File: src/rtl/hive_damage_writer_pkg.sv
// Shared definitions for the hive sprite RAM and its write-side clients.
// Holds the hive geometry, the RAM write-select encodings, the pixel value
// that counts as empty, and the state type of the damage writer.
package hive_damage_writer_pkg;

   // Hive sprite geometry and RAM addressing
   localparam int unsigned HIVE_W      = 66;
   localparam int unsigned HIVE_H      = 39;
   localparam int unsigned HIVE_PIXELS = 2574;
   localparam int unsigned HIVE_ADDR_W = 12;
   localparam int unsigned PIX_W       = 8;

   // Signed window coordinates; the range -4..69 needs 8 bits
   localparam int unsigned COORD_W = 8;

   // Default damage window size and its cell counter width (window is 1..8 wide)
   localparam int unsigned DMG_W_DEF = 4;
   localparam int unsigned DMG_H_DEF = 4;
   localparam int unsigned CNT_W     = 3;

   // Background pixel; anything else is solid hive material
   localparam logic [PIX_W-1:0] BLANK = 8'h00;

   // RAM write-select encodings
   localparam logic [1:0] MEM_RD = 2'b00;
   localparam logic [1:0] MEM_WR = 2'b01;

   typedef enum logic [2:0] {
      IDLE  = 3'd0,
      RD    = 3'd1,
      CHECK = 3'd2,
      WR    = 3'd3,
      NEXT  = 3'd4,
      DONE  = 3'd5
   } dmg_state_e;

endpackage : hive_damage_writer_pkg

File: src/rtl/hive_pixel_addr.sv
// Maps a signed hive pixel coordinate to a linear RAM address and flags
// whether the coordinate lies inside the hive sprite.
//   px_i        : signed column
//   py_i        : signed row
//   mem_addr_o  : py*HIVE_W + px (meaningful only when in_bounds_o = 1)
//   in_bounds_o : 1 when 0 <= px < HIVE_W and 0 <= py < HIVE_H
module hive_pixel_addr
   import hive_damage_writer_pkg::*;
(
   input  logic signed [COORD_W-1:0]     px_i,
   input  logic signed [COORD_W-1:0]     py_i,
   output logic        [HIVE_ADDR_W-1:0] mem_addr_o,
   output logic                          in_bounds_o
);

   localparam logic [COORD_W-1:0] W_LIM = COORD_W'(HIVE_W);
   localparam logic [COORD_W-1:0] H_LIM = COORD_W'(HIVE_H);

   logic [HIVE_ADDR_W-1:0] col_w;
   logic [HIVE_ADDR_W-1:0] row_w;

   // Only the low bits matter once the coordinate is known to be in range
   assign col_w = HIVE_ADDR_W'(px_i[6:0]);
   assign row_w = HIVE_ADDR_W'(py_i[5:0]);

   // row*66 as (row<<6)+(row<<1); max 38*66+65 = 2573 fits in 12 bits
   assign mem_addr_o = (row_w << 6) + (row_w << 1) + col_w;

   // Sign bit rules out negatives, so the unsigned compare covers the upper bound
   assign in_bounds_o = !px_i[COORD_W-1] && ($unsigned(px_i) < W_LIM) &&
                        !py_i[COORD_W-1] && ($unsigned(py_i) < H_LIM);

endmodule : hive_pixel_addr

File: src/rtl/hive_damage_writer.sv
// Bullet-hit eroder for the hive sprite RAM. On a hit request it walks a
// DMG_W x DMG_H window centred on the hit point, reads every in-bounds
// pixel and writes BLANK over each solid one, then reports whether any
// solid pixel was erased. The RAM port is shared with the renderer; this
// block only acts on cycles where mem_en is high.
//   clk_pix   : pixel clock
//   reset     : synchronous active-high reset
//   mem_en    : this block owns the RAM port this cycle
//   hit_valid : hit request strobe (accepted in IDLE only)
//   hit_x/y   : hit column / row
//   busy      : operation in progress
//   done      : one-cycle completion pulse
//   hit_solid : at least one solid pixel erased, valid with done
//   mem_addr  : RAM address
//   mem_write : RAM write select (00 read, 01 write)
//   mem_data  : RAM write data (always BLANK)
//   mem_dout  : RAM registered read data
module hive_damage_writer
   import hive_damage_writer_pkg::*;
#(
   parameter int unsigned DMG_W = DMG_W_DEF,
   parameter int unsigned DMG_H = DMG_H_DEF
) (
   input  logic                   clk_pix,
   input  logic                   reset,
   input  logic                   mem_en,
   input  logic                   hit_valid,
   input  logic [6:0]             hit_x,
   input  logic [5:0]             hit_y,
   output logic                   busy,
   output logic                   done,
   output logic                   hit_solid,
   output logic [HIVE_ADDR_W-1:0] mem_addr,
   output logic [1:0]             mem_write,
   output logic [PIX_W-1:0]       mem_data,
   input  logic [PIX_W-1:0]       mem_dout
);

   localparam logic [CNT_W-1:0]   COL_LAST = CNT_W'(DMG_W - 1);
   localparam logic [CNT_W-1:0]   ROW_LAST = CNT_W'(DMG_H - 1);
   localparam logic [COORD_W-1:0] X_HALF   = COORD_W'(DMG_W / 2);
   localparam logic [COORD_W-1:0] Y_HALF   = COORD_W'(DMG_H / 2);

   dmg_state_e                   state_q, state_d;
   logic signed [COORD_W-1:0]    ox_q, ox_d;
   logic signed [COORD_W-1:0]    oy_q, oy_d;
   logic [CNT_W-1:0]             col_q, col_d;
   logic [CNT_W-1:0]             row_q, row_d;
   logic                         solid_q, solid_d;
   logic                         hit_solid_q, hit_solid_d;
   logic                         inb_q;
   logic                         busy_q;
   logic                         done_q;
   logic [HIVE_ADDR_W-1:0]       mem_addr_q;
   logic [1:0]                   mem_write_q;

   logic signed [COORD_W-1:0]    px_n;
   logic signed [COORD_W-1:0]    py_n;
   logic [HIVE_ADDR_W-1:0]       addr_n;
   logic                         inb_n;

   // Address of the cell the FSM will be working on next cycle
   hive_pixel_addr u_pixel_addr (
      .px_i        (px_n),
      .py_i        (py_n),
      .mem_addr_o  (addr_n),
      .in_bounds_o (inb_n)
   );

   // Next-state, window walk and look-ahead cell coordinates
   always_comb begin
      state_d     = state_q;
      ox_d        = ox_q;
      oy_d        = oy_q;
      col_d       = col_q;
      row_d       = row_q;
      solid_d     = solid_q;
      hit_solid_d = hit_solid_q;

      if (mem_en) begin
         unique case (state_q)
            IDLE: begin
               if (hit_valid) begin
                  ox_d        = $signed(COORD_W'(hit_x)) - $signed(X_HALF);
                  oy_d        = $signed(COORD_W'(hit_y)) - $signed(Y_HALF);
                  col_d       = '0;
                  row_d       = '0;
                  solid_d     = 1'b0;
                  hit_solid_d = 1'b0;
                  state_d     = RD;
               end
            end
            RD:    state_d = inb_q ? CHECK : NEXT;
            CHECK: begin
               if (mem_dout != BLANK) begin
                  solid_d = 1'b1;
                  state_d = WR;
               end else begin
                  state_d = NEXT;
               end
            end
            WR:    state_d = NEXT;
            NEXT: begin
               if (col_q == COL_LAST) begin
                  if (row_q == ROW_LAST) begin
                     state_d = DONE;
                  end else begin
                     col_d   = '0;
                     row_d   = row_q + CNT_W'(1);
                     state_d = RD;
                  end
               end else begin
                  col_d   = col_q + CNT_W'(1);
                  state_d = RD;
               end
            end
            DONE:  state_d = IDLE;
            default: state_d = IDLE;
         endcase
      end else if (state_q == CHECK || state_q == WR) begin
         // Renderer may have reused the read port; restart this cell from its read
         state_d = RD;
      end

      if (state_d == DONE) begin
         hit_solid_d = solid_q;
      end

      px_n = ox_d + $signed(COORD_W'(col_d));
      py_n = oy_d + $signed(COORD_W'(row_d));
   end

   // State and output registers; outputs are decoded from the next state so
   // they line up with the state they describe
   always_ff @(posedge clk_pix) begin
      if (reset) begin
         state_q     <= IDLE;
         ox_q        <= '0;
         oy_q        <= '0;
         col_q       <= '0;
         row_q       <= '0;
         solid_q     <= 1'b0;
         hit_solid_q <= 1'b0;
         inb_q       <= 1'b0;
         busy_q      <= 1'b0;
         done_q      <= 1'b0;
         mem_addr_q  <= '0;
         mem_write_q <= MEM_RD;
      end else begin
         state_q     <= state_d;
         ox_q        <= ox_d;
         oy_q        <= oy_d;
         col_q       <= col_d;
         row_q       <= row_d;
         solid_q     <= solid_d;
         hit_solid_q <= hit_solid_d;
         inb_q       <= inb_n;
         busy_q      <= (state_d != IDLE);
         done_q      <= (state_d == DONE);
         mem_write_q <= (state_d == WR) ? MEM_WR : MEM_RD;
         // Address only moves for in-bounds cells; skipped cells leave the port untouched
         if (state_d == RD && inb_n) begin
            mem_addr_q <= addr_n;
         end
      end
   end

   assign busy      = busy_q;
   assign done      = done_q;
   assign hit_solid = hit_solid_q;
   assign mem_addr  = mem_addr_q;
   // Port ownership gate: a write can never reach the RAM while the renderer owns it
   assign mem_write = mem_en ? mem_write_q : MEM_RD;
   assign mem_data  = BLANK;

endmodule : hive_damage_writer

File: config.mk
export PLATFORM = sky130hd
export DESIGN_NAME = hive_damage_writer
export DESIGN_NICKNAME = d
export VERILOG_FILES = /design/src/rtl/hive_damage_writer_pkg.sv /design/src/rtl/hive_pixel_addr.sv /design/src/rtl/hive_damage_writer.sv
export SDC_FILE = /design/constraint.sdc
export NUM_CORES = 1
export LEC_CHECK = 0
export ABC_CLOCK_PERIOD_IN_PS = 5950
export BUFFER_PORTS_ARGS = -buffer_cell sky130_fd_sc_hd__buf_2
export CAP_MARGIN = 20
export CORE_MARGIN = 2
export CORE_UTILIZATION = 35
export DETAILED_ROUTE_END_ITERATION = 6
export SLEW_MARGIN = 10
export SYNTH_ARGS = -nofsm -noshare
export SYNTH_HDL_FRONTEND = slang
export SYNTH_SLANG_ARGS = --single-unit
File: constraint.sdc
create_clock -name clk_pix -period 5.95 [get_ports clk_pix]
set_input_delay 1.19 -clock clk_pix [delete_from_list [all_inputs] [get_ports clk_pix]]
set_output_delay 1.19 -clock clk_pix [all_outputs]
set_load 0.1 [all_outputs]
==> metrics.yaml <==
drv_cap: 0
finalSetupTns_ns: 0
cp-endpoint: "mem_addr[10]"
grt_pass1_wl_mm: 12.4
area_growth_pct: 11.4
required_ns: 6.17
rsz0062_at_grt: "false"
postCtsHoldBufs: 0
async_reset_ff_share_pct: 0
crit_chain: "buf_2, o21ai_0, nor3_1, a21boi_0, nor2b_1, a21oi_1, inv_1, ha_1, a21o_1, a21oi_1, xnor2_1, inv_1, ha_1, inv_1, fa_1, nor2b_1, o21ai_0, a21boi_0, o21ai_0, a211oi_1, xor2_1, nand4_1, a21oi_1"
die_area_mm2: 0.00969
fin_nets: 472
cpPeakStageDelay_ns: 0.45
crit_start: "mem_en"
worst-path-stages: 23
skew_ns: 0.00805
critPathArrivalTime_ns: 5.66
crit_path_start_kind: "input pin"
synth-seq-area-share_pct: 27.6
yosys_warnings: 0
cts_sinks: 43
die_y_um: 98.5
wl_per_cell_um: 13.2
dpl.hpwl_mm: 5.44
synth_xor_area_share_pct: 7.81
rr_startpoint: "col_q[0]"
path_clk_slew_ns: 0.08
gp_congestion: 0.853
period_share_pct: 91.4
critPathTopFamily: "compound AO/OA/AOI/OAI gates"
final_hold_viol_count: 0
setup_viol_count_final: 0
cts_setup_buffers: 0
cts_root_buf: "clkbuf_8"
layout-drive-gt1-share_pct: 17.0
io_pins: 50
chipWidth_um: 98.5
timing.fmax_mhz: 184
n_fill_cell: 914
h-tree-depth: 2
start_util_pct: 36.0
place_ws_ns: 0.125
dr.pass1.iters: 4
r2r-end: "mem_addr[10]"
synth_top_family_by_area: "simple AND/OR/NAND/NOR gates"
worst_slack_ns: 0.514
cts.path.max_buffers: 2
vdd_drop_max_v: 0.0000844
synthMuxAreaShare_pct: 2.32
drc: 0
cts_tree: "done"
globalRouteTotalUtil_pct: 15.2
num_vias: 2765
overflow: 0
io_buffers: 40
syn_inst: 385
rr_worst_depth: 23
synth_adder_area_share_pct: 10.6
ys_seq_elements: 43
synthDistinctLibCells: 61
max-slew-margin-rel_pct: 43.7
synth_edf_count: 0
coreArea_mm2: 0.00868
cpMaxStageDelayCell: "fa_1"
worst_pin_slew_ns: 0.845
cp_max_fo: 8
viasPerCell: 5.20
drtIter0Drc: 100
clk_latency_ns: 0.30
synthSimpleGateAreaFrac_pct: 22.0
row_count: 34
r2r_slack_ns: 0.80
finalCriticalPeriod_ns: 5.44
grt_pass1_vias: 2679
worstSetupPathType: "in2reg"
drt.antenna.violating_nets: 0
synth_compound_area_share_pct: 20.5
power.density_mw_per_mm2: 223
grt_max_degree: 45
synthFlopType: "dfxtp_1"
syn_area_per_cell_um2: 8.11
cts_buffers: 5
cts_resized: 0
end_kind: "flop"
synth.cell_area_mm2: 0.00312
final_max_slew_viol_count: 0
cp.buffers_inverters: 4
hp-class: "reg2reg"
leakagePower_uw: 0.00153
antenna_found_initial: 0
routed_wl_mm: 7.01
antenna_cells: 0
status: "complete, no violations"
-- area by class of cell --
class	count	area, µm²	area share [%]
clock inverter	2	12.5	0.360
multi-input combinational	293	2010	57.8
timing repair buffer	50	275	7.91
clock buffer	6	72.6	2.09
tap	108	135	3.88
sequential	43	861	24.7
inverter	30	113	3.24
-- per-layer routing --
layer | part of all wire, % | wire length (µm) | track usage, % | vias up
met2 | 47 | 3330 | 25.8 | 50
met3 | 3.6 | 251 | 2.70 | 5
li1 | - | - | - | 1417
met5 | 0 | 0 | 0 | -
met1 | 48 | 3360 | 20.2 | 1293
met4 | 0.96 | 67 | 3.69 | 0
-- Yosys cell counts (all sizes together), types with 2 or more instances --
master / instances / area share, %
dfxtp: 43 / 28
nor2: 32 / 3.9
inv: 30 / 3.6
nand2: 29 / 3.5
a21oi: 28 / 4.6
ha: 20 / 8.0
o21ai: 20 / 3.2
buf: 18 / 4.4
xnor2: 18 / 5.3
nor2b: 15 / 3.2
nor3: 11 / 2.1
clkbuf: 9 / 1.1
nand4: 9 / 1.8
o31ai: 9 / 2.2
xor2: 9 / 2.5
a211oi: 7 / 1.7
nor4: 7 / 1.4
o211ai: 6 / 1.6
mux2i: 5 / 1.6
nand3: 5 / 0.80
a21boi: 4 / 0.96
a21o: 4 / 0.96
a31oi: 4 / 0.80
and3: 4 / 0.96
fa: 4 / 2.6
nor3b: 4 / 0.96
nand3b: 3 / 0.72
or2: 3 / 0.60
a22oi: 2 / 0.48
a311oi: 2 / 0.96
a32oi: 2 / 0.56
mux2: 2 / 0.72
-- tightest hold or removal path: cells and delay by family, from the launching register on --
| kind | cells | cell delay, ns |
|---|---|---|
| DFF | 1 | 0.31 |
| AOI/OAI and AO/OA | 2 | 0.10 |
-- how the worst min path moves through the flow --
stage	startpoint	endpoint	slack, ns	depth (start not counted)
final	mem_addr[7]	mem_addr[7]	0.46	2
after global routing	ox_q[0]	ox_q[0]	0.49	2
after CTS	solid_q	hit_solid	0.47	2
after detailed placement	solid_q	hit_solid	0.45	2
after global placement	solid_q	hit_solid	0.45	2
after floorplan	solid_q	hit_solid	0.43	2
-- through the flow --
stage,area [µm²],hold WS (ns),utilization [%],instances,power (µW)
global route,3480,0.485,40.1,532,823
CTS,3480,0.466,40.1,532,782
finish,3480,0.464,40.1,532,775
floorplan,3150,0.432,-,393,548
global placement,3390,0.447,39.1,524,592
detailed placement,3390,0.454,39.1,524,595
-- cell usage in the layout (no fill, tap or decap), types with 2 or more instances in the layout --
cell type and count:
dfxtp_1 43, buf_2 40, nor2_1 31, nand2_1 29, inv_1 29, a21oi_1 27
ha_1 20, o21ai_0 18, xnor2_1 17, nor2b_1 14, nor3_1 10, buf_4 10
xor2_1 9, o31ai_1 9, nand4_1 9, conb_1 9, nor4_1 7, a211oi_1 7
nand3_1 5, o211ai_1 5, mux2i_1 5, clkbuf_8 5, a21boi_0 4, nor3b_1 4
a21o_1 4, a31oi_1 4, fa_1 4, or2_2 3, and3_1 3, nand3b_1 3
o21ai_1 2, a22oi_1 2, a32oi_1 2, a311oi_2 2
-- kinds of logic (layout without fill, tap and decap cells) --
group	count (synthesis)	after routing
DFF	43	43
adders and majority gates	24	24
AOI/OAI and AO/OA	96	96
other	1	9
and+or+nand+nor	130	130
buffers and inverters	57	88
xor gates and xnor gates	27	27
muxes	7	7
-- registers in the layout, summed over array words and instances, names as in the netlist --
name	flops
ox_q	8
inb_q	1
row_q	3
state_q	3
busy	1
mem_write_q	1
hit_solid	1
oy_q	8
solid_q	1
col_q	3
done	1
mem_addr	12
-- power breakdown --
part	total [µW]	switching (µW)	internal (µW)
clock network	187	104	82.2
registers	315	10.7	304
logic	274	197	77.2
Note: power is estimated with default switching activity, not from simulation.
